$ cat src/rtl/fm_radio_pkg.sv
// Shared FM receiver definitions: sample widths, Q10 quantisation,
// de-emphasis coefficients, the dequantise helper and the stage FSM states.
package fm_radio_pkg;

  localparam int DATA_SIZE   = 32;
  localparam int QUANT_BITS  = 10;
  localparam int DEEMPH_TAPS = 2;

  // Q10 coefficients: B0 = B1 = 178, A0 unused (zero), A1 = -666.
  localparam logic signed [DATA_SIZE-1:0] IIR_B_COEFFS [DEEMPH_TAPS] =
    '{32'sh000000B2, 32'sh000000B2};
  localparam logic signed [DATA_SIZE-1:0] IIR_A_COEFFS [DEEMPH_TAPS] =
    '{32'sh00000000, 32'shFFFFFD66};

  typedef enum logic [1:0] {
    READ    = 2'd0,
    COMPUTE = 2'd1,
    WRITE   = 2'd2
  } state_t;

  // Keep the low DATA_SIZE bits of the signed product, then scale down by
  // 2^QUANT_BITS truncating toward zero. Negative values are handled through
  // their unsigned magnitude so even the most negative product rounds the
  // right way.
  function automatic logic signed [DATA_SIZE-1:0] DEQUANTIZE(
    input logic signed [DATA_SIZE-1:0] coeff,
    input logic signed [DATA_SIZE-1:0] sample
  );
    logic signed [2*DATA_SIZE-1:0] full;
    logic [DATA_SIZE-1:0] low;
    logic [DATA_SIZE-1:0] mag;
    full = coeff * sample;
    low  = full[DATA_SIZE-1:0];
    if (low[DATA_SIZE-1]) begin
      mag = (~low + 1'b1) >> QUANT_BITS;
      return $signed(~mag + 1'b1);
    end else begin
      return $signed(low >> QUANT_BITS);
    end
  endfunction

endpackage

$ cat src/rtl/iir_deemph.sv
// First-order IIR de-emphasis stage between the audio low-pass FIR and the
// gain stage. Pops a sample, runs one MAC per cycle over TAPS taps, then
// pushes the result downstream.
// Optional build macro: DEEMPH_SAT_EN clamps the written value to 16-bit range.
//
// Handshake: x_rd_en is a combinational pop, asserted only in READ while
// x_empty=0 (data on x_in is consumed on that clock edge). y_wr_en is a
// registered one-cycle push, issued only when y_out_full=0 in WRITE; y_out is
// valid in the same cycle y_wr_en is high.
module iir_deemph #(
  parameter int TAPS       = fm_radio_pkg::DEEMPH_TAPS,
  parameter int DECIMATION = 1,
  parameter int DATA_SIZE  = fm_radio_pkg::DATA_SIZE
) (
  input  logic                 clock,
  input  logic                 reset,
  input  logic [DATA_SIZE-1:0] x_in,
  output logic                 x_rd_en,
  input  logic                 x_empty,
  output logic [DATA_SIZE-1:0] y_out,
  input  logic                 y_out_full,
  output logic                 y_wr_en
);
  import fm_radio_pkg::*;

  localparam int CNT_MAX = (TAPS > DECIMATION) ? TAPS : DECIMATION;
  localparam int CNT_W   = $clog2(CNT_MAX) + 1;
  localparam int IDX_W   = (TAPS > 1) ? $clog2(TAPS) : 1;

`ifdef DEEMPH_SAT_EN
  localparam logic signed [DATA_SIZE-1:0] SAT_MAX = 32767;
  localparam logic signed [DATA_SIZE-1:0] SAT_MIN = -32768;
`endif

  state_t                      state;
  state_t                      next_state;
  logic [CNT_W-1:0]            count;
  logic signed [DATA_SIZE-1:0] sum;
  logic signed [DATA_SIZE-1:0] x_hist [TAPS];
  logic signed [DATA_SIZE-1:0] y_hist [TAPS];

  logic                        last_read;
  logic                        last_tap;
  logic [IDX_W-1:0]            tap_idx;
  logic [IDX_W-1:0]            fb_idx;
  logic signed [DATA_SIZE-1:0] b_term;
  logic signed [DATA_SIZE-1:0] a_term;
  logic signed [DATA_SIZE-1:0] write_val;

  // Counter end conditions for the decimating read and the tap sweep.
  always_comb begin
    last_read = (count == CNT_W'(DECIMATION - 1));
    last_tap  = (count == CNT_W'(TAPS - 1));
  end

  // Next-state and pop strobe; unknown encodings fall back to READ.
  always_comb begin
    next_state = state;
    x_rd_en    = 1'b0;
    case (state)
      READ: begin
        if (!x_empty) begin
          x_rd_en = 1'b1;
          if (last_read) next_state = COMPUTE;
        end
      end
      COMPUTE: begin
        if (last_tap) next_state = WRITE;
      end
      WRITE: begin
        if (!y_out_full) next_state = READ;
      end
      default: next_state = READ;
    endcase
  end

  // Per-tap products: feed-forward on x_hist[i], feedback on y_hist[i-1]
  // (no feedback term on tap 0).
  always_comb begin
    tap_idx = IDX_W'(count);
    fb_idx  = tap_idx - 1'b1;
    b_term  = DEQUANTIZE(IIR_B_COEFFS[tap_idx], x_hist[tap_idx]);
    if (tap_idx == '0) a_term = '0;
    else               a_term = DEQUANTIZE(IIR_A_COEFFS[tap_idx], y_hist[fb_idx]);
  end

  // Value written out and fed back into the output history.
  always_comb begin
`ifdef DEEMPH_SAT_EN
    if (sum > SAT_MAX)      write_val = SAT_MAX;
    else if (sum < SAT_MIN) write_val = SAT_MIN;
    else                    write_val = sum;
`else
    write_val = sum;
`endif
  end

  // State register.
  always_ff @(posedge clock or posedge reset) begin
    if (reset) state <= READ;
    else       state <= next_state;
  end

  // Datapath: history shifts, MAC accumulation and the output push.
  always_ff @(posedge clock or posedge reset) begin
    if (reset) begin
      count   <= '0;
      sum     <= '0;
      y_out   <= '0;
      y_wr_en <= 1'b0;
      for (int i = 0; i < TAPS; i++) begin
        x_hist[i] <= '0;
        y_hist[i] <= '0;
      end
    end else begin
      y_wr_en <= 1'b0;
      case (state)
        READ: begin
          if (!x_empty) begin
            x_hist[0] <= x_in;
            for (int i = 1; i < TAPS; i++) x_hist[i] <= x_hist[i-1];
            count <= last_read ? '0 : count + 1'b1;
          end
        end
        COMPUTE: begin
          sum   <= sum + b_term + a_term;
          count <= last_tap ? '0 : count + 1'b1;
        end
        WRITE: begin
          if (!y_out_full) begin
            y_out     <= write_val;
            y_wr_en   <= 1'b1;
            y_hist[0] <= write_val;
            for (int i = 1; i < TAPS; i++) y_hist[i] <= y_hist[i-1];
            sum       <= '0;
          end
        end
        default: begin
          count <= '0;
          sum   <= '0;
        end
      endcase
    end
  end

endmodule

$ cat config.mk
export PLATFORM = sky130hd
export DESIGN_NAME = iir_deemph
export DESIGN_NICKNAME = d
export VERILOG_FILES = /design/src/rtl/fm_radio_pkg.sv /design/src/rtl/iir_deemph.sv
export SDC_FILE = /design/constraint.sdc
export NUM_CORES = 1
export LEC_CHECK = 0
export CAP_MARGIN = 10
export CORE_UTILIZATION = 54
export DETAILED_ROUTE_END_ITERATION = 10
export PLACE_DENSITY = 0.8
export SYNTH_ARGS = -nofsm -noshare
export SYNTH_HDL_FRONTEND = slang
export SYNTH_SLANG_ARGS = --single-unit
export TNS_END_PERCENT = 30
$ cat constraint.sdc
create_clock -name clock -period 15 [get_ports clock]
set_input_delay 3 -clock clock [delete_from_list [all_inputs] [get_ports clock]]
set_output_delay 3 -clock clock [all_outputs]
set_load 0.05 [all_outputs]
# --- Word-level counts from Yosys, hierarchy flattened ---
# Index checks and enable logic that the tools add are counted.
word_totals:
  in_bits: 36
  memories: 0
  latch_bits: 0
  rom_bits: 0
  register_bits: 165
  ram_bits: 0
  elab_cells: 73
op_classes:
  n_addsub: 8
  n_bitwise: 10
  shifts: 0
  magnitude_cmp: 2
  n_mux: 29
  div_mod_pow: 0
  n_mul: 2
  n_reduce_logical: 7
  n_eq_ne: 7
ops:
  columns: ["operator", "n"]
  rows:
  - ["32-bit two-way mux", 15]
  - ["32-bit by 1-bit adder with 32-bit output (second input constant)", 4]
  - ["32-bit one-hot mux with 3 select lines", 1]
  - ["32-bit adder", 2]
  - ["32-bit by 32-bit multiplier with 32-bit output", 2]
  - ["22-bit NOT with 32-bit output", 2]
  - ["32-bit NOT", 2]
  - ["2-bit two-way mux", 7]
  - ["2-bit one-hot mux with 3 select lines", 2]
  - ["2-bit != test (second input constant)", 4]
  - ["2-bit AND reduction", 4]
  - ["2-bit by 1-bit equality test with 1-bit output (second input constant)", 2]
  - ["2-bit greater-or-equal comparator (second input constant)", 2]
  - ["2-bit zero test", 2]
  - ["1-bit two-way mux", 4]
  - ["1-bit NOT", 4]
  - ["1-bit NOT with 2-bit output", 2]
  - ["4-bit AND reduction", 1]
  - ["2-bit by 1-bit adder with 2-bit output (second input constant)", 1]
  - ["2-bit equality test (second input constant)", 1]
  - ["1-bit subtractor (second input constant)", 1]

# --- Depth between registers and ports, before layout ---
logic_depth:
  word_depth: 14
  ltp_mapped: 52
  ltp_nobuf: 45

# --- Worst setup path after synthesis ---
# No wires, ideal clock.
synth_path:
  kind: "flip-flop to flip-flop"
  startpoint: "register count[0]"
  endpoint: "register sum[31]"
  path_buffers: 4
  setup_slack_ns: 2.742
  path_stages_with_launch: 48
  period_less_slack_ns: 12.258
  required_ns: 14.869
  t_arrival_ns: 12.128
  path_cell_list: "dfrtp_1 buf_2 clkbuf_1 buf_1 clkbuf_1 and2_1 ha_1 xor2_1 fa_1 fa_1 inv_1 fa_1 inv_1 fa_1 inv_1 fa_1 inv_1 fa_1 (+12 left out) xnor2_1 a211oi_1 a31oi_1 fa_1 inv_1 ha_1 o21ai_0 a21oi_1 a221o_1 a21oi_1 o41ai_1 a211oi_1 o21ai_0 a31oi_1 nand2b_1 nor4_1 a221oi_1 nand3_1"
synth_via:
  elab_chain_len: 14
  elab_cells_between_ends: 28
synth_lines:
  columns: ["item", "line", "source"]
  rows:
  - ["from (decl)", "iir_deemph.sv:37", "logic [CNT_W-1:0] count;"]
  - ["from (signal assigned)", "iir_deemph.sv:122", "count <= last_read ? '0 : count + 1'b1;"]
  - ["from (signal assigned)", "iir_deemph.sv:127", "count <= last_tap ? '0 : count + 1'b1;"]
  - ["parallel branches: the longest is 12 deep, another holds 32-bit by 32-bit multiplier with 32-bit output", null, null]
  - ["32-bit adder (*)", "iir_deemph.sv:126", "sum <= sum + b_term + a_term;"]
  - ["32-bit one-hot mux with 3 select lines (*)", "iir_deemph.sv:117", "case (state)"]
  - ["to (signal assigned)", "iir_deemph.sv:126", null]
  - ["to (decl)", "iir_deemph.sv:38", "logic signed [DATA_SIZE-1:0] sum;"]
# Mark *: on every way between the ends. The select of a mux whose other input is x is not followed.
# A chain may end at the register's enable or synchronous reset.

# --- Worst setup path in the final report ---
# Ends and elaborated chain as after synthesis.

==> results.md <==
- Slew @ Worst Pin: 1080 ps
- Die width: 214 um
- Startpoint types: flop
- Die H: 214 um
- Initial antenna violation count: 0
- Setup TNS: 0 ps
- Cell taking the most area after synthesis: ha_1
- CTS Hold Bufs: 0
- Global routing usage on met1: 30.3%
- Clk_lat worst skew: 450 ps
- Largest net degree at the start of global routing: 76
- Clock tree root driver cell: clkbuf_16
- Post-synth EDFFs: 0
- Hpwl dp: 43500 um
- Die area: 45700 um2
- Post-CTS Setup Inserts: 0
- Synth Cell Area: 24200 um2
- Post-Place Cells: 3135
- Clk sinks: 131
- Most used routing layer in global routing: met2
- Grt met2 use: 44.5%
- Hold path cells: 2
- Largest delay share family, worst path: adder cells
- Largest cells by area after synthesis: ha_1, fa_1, dfrtp_1
- Final hold vios: 0
- Area Growth Syn to Fin: 6.81%
- Post_cts resized: 0
- Cell with the most instances after synthesis: inv_1
- Reg clk slew, reported paths: 60 ps
- Vias per std cell: 5.62
- Post-synth top area share: 20.8%
- FF-to-FF Start: count[0]$_DFFE_PP0P_
- Met3 usage: 1.86%
- Crit path kind: flop to flop
- Crit-path max cell delay: 860 ps
- First-pass GRT wire length: 90300 um
- Clock Skew: 9.71 ps
- Most frequent CP cell: fa_1
- Register area share after synthesis: 13.5%
- Primary FF master, synth: dfrtp_1
- Buf+Inv Stages, Crit Path: 6
- Syn. warnings: 0
- Post-Layout Cell Count: 3167
- Syn Nets: 3246
- CTS tree: built
- Final WL: 51700 um
- ANT cells: 0
- Initial Util: 54.7%
- Syn Area/Cell: 9.45 um2
- Status: finished, final reports clean
- First-pass DRT Iterations: 5
- Worst hold start: sum[16]$_DFFE_PP0P_
- Max-slew violations: 0
- Reg2reg end: sum[31]$_DFFE_PP0P_
- Tmin final: 13520 ps
- Reg2reg setup slack: 1480 ps
- Max Cap Viol: 0
- Post-route clock period utilization: 90.1%
- Relative slew slack: 27.8%
- Critical Path Fanout Max: 39
- FP Rows: 77
- Post-synthesis cell type count: 103
- Crit-path slowest cell: dfrtp_2
- GPL Wtd Cong: 0.922
- Worst Setup SP: count[0]$_DFFE_PP0P_
- Class of the worst hold path: flop to flop
- PortBufs: 68
- Fraction of registers with async set/reset: 100%
- Worst path arrival time: 13840 ps
- Total core area: 44200 um2
- Grt ovf: 0
- Max Clock Freq: 74.0 MHz
- Remaining antenna violation count: 0
- Number of global-route vias before repair: 19000
- R2R cell count: 42
- Iteration-0 DRC Markers: 965
- Number of synthesized register bits: 131
- Overall routing resource usage: 24.4%
- Mapped Cells: 2561
- CP endpoint kind: flop
- Most instantiated cells after synthesis: inv_1, ha_1, fa_1, dfrtp_1, xnor2_1
- Nets: 3247
- Share of layout cells above drive strength 1: 8.50%
- Hold EP: sum[16]$_DFFE_PP0P_
- Clock Path Buffers: 2
- CTS buffer count: 17
- Vias: 17800
- RSZ-0062 raised after global routing: false
- Worst EP required: 15330 ps
- Endpoints failing setup: 0
- Top-level I/O count: 70
- # DRC: 0
- CTS H-tree lvls: 4
- Routed wire per std cell: 16.3 um
## cells in the final DEF, fill, tap and decap left out, types with 68 or more instances in the layout
| cell type | n |
|---|---|
| a21oi_1 | 90 |
| clkdlybuf4s50_1 | 68 |
| dfrtp_1 | 130 |
| fa_1 | 247 |
| ha_1 | 402 |
| inv_1 | 463 |
| mux2_2 | 121 |
| nand2_1 | 121 |
| nor2_1 | 90 |
| o21ai_0 | 81 |
| xnor2_1 | 131 |
## worst min-delay path, cell delays in order (launching register included)
cell	delay, ps
dfrtp_1	360
nand2_1	50
o21ai_0	60
## per-stage QoR
stage | util, % | worst slack (ps) | hold slack (ps) | instance area (um2)
floorplan | - | 2740 | 465 | 24200
global placement | 57.0 | 1880 | 483 | 25200
detailed placement | 57.0 | 1660 | 489 | 25200
CTS | 58.5 | 1550 | 504 | 25900
global route | 58.5 | 452 | 515 | 25900
finish | 58.5 | 1480 | 494 | 25900
## worst max-delay path by stage
stage | endpoint | slack [ps] | cells after the start
final | sum[31]$_DFFE_PP0P_ | 1480 | 42
after global routing | sum[31]$_DFFE_PP0P_ | 450 | 43
after CTS | sum[31]$_DFFE_PP0P_ | 1550 | 42
after detailed placement | sum[31]$_DFFE_PP0P_ | 1660 | 42
after global placement | sum[31]$_DFFE_PP0P_ | 1880 | 42
after floorplan | sum[31]$_DFFE_PP0P_ | 2740 | 47
## per-layer routing
layer,wire (um),vias up
met5,0,-
met4,1280,0
met3,1370,91
met2,26800,346
met1,22300,8726
li1,-,8628
## sequential cells by signal (all words and copies together) (netlist names)
name	flops
count	2
state	2
sum	32
x_hist	62
y_hist	32
y_wr_en	1
## kinds of logic (layout without fill, tap and decap cells)
group | Yosys count | count (layout) | share of synthesized area, %
compound gates | 428 | 428 | 12.7
flops | 131 | 131 | 13.5
simple gates | 471 | 471 | 10.2
mux | 139 | 139 | 6.39
buf+inv | 558 | 572 | 9.24
xor+xnor | 185 | 185 | 6.75
fa+ha+maj | 649 | 649 | 41.2
## area by class of cell
class | count | area [um2]
multi-input cells | 1872 | 18700
fillers | 3638 | 18400
inverters | 465 | 1750
well taps | 592 | 741
clock inverters | 15 | 205
repair buffers | 75 | 733
clock buffers | 17 | 425
flip-flops and latches | 131 | 3280
Power is left out: the tool's default activity adds up to more than one toggle a clock period on the data nets, which glitch-free logic cannot reach.
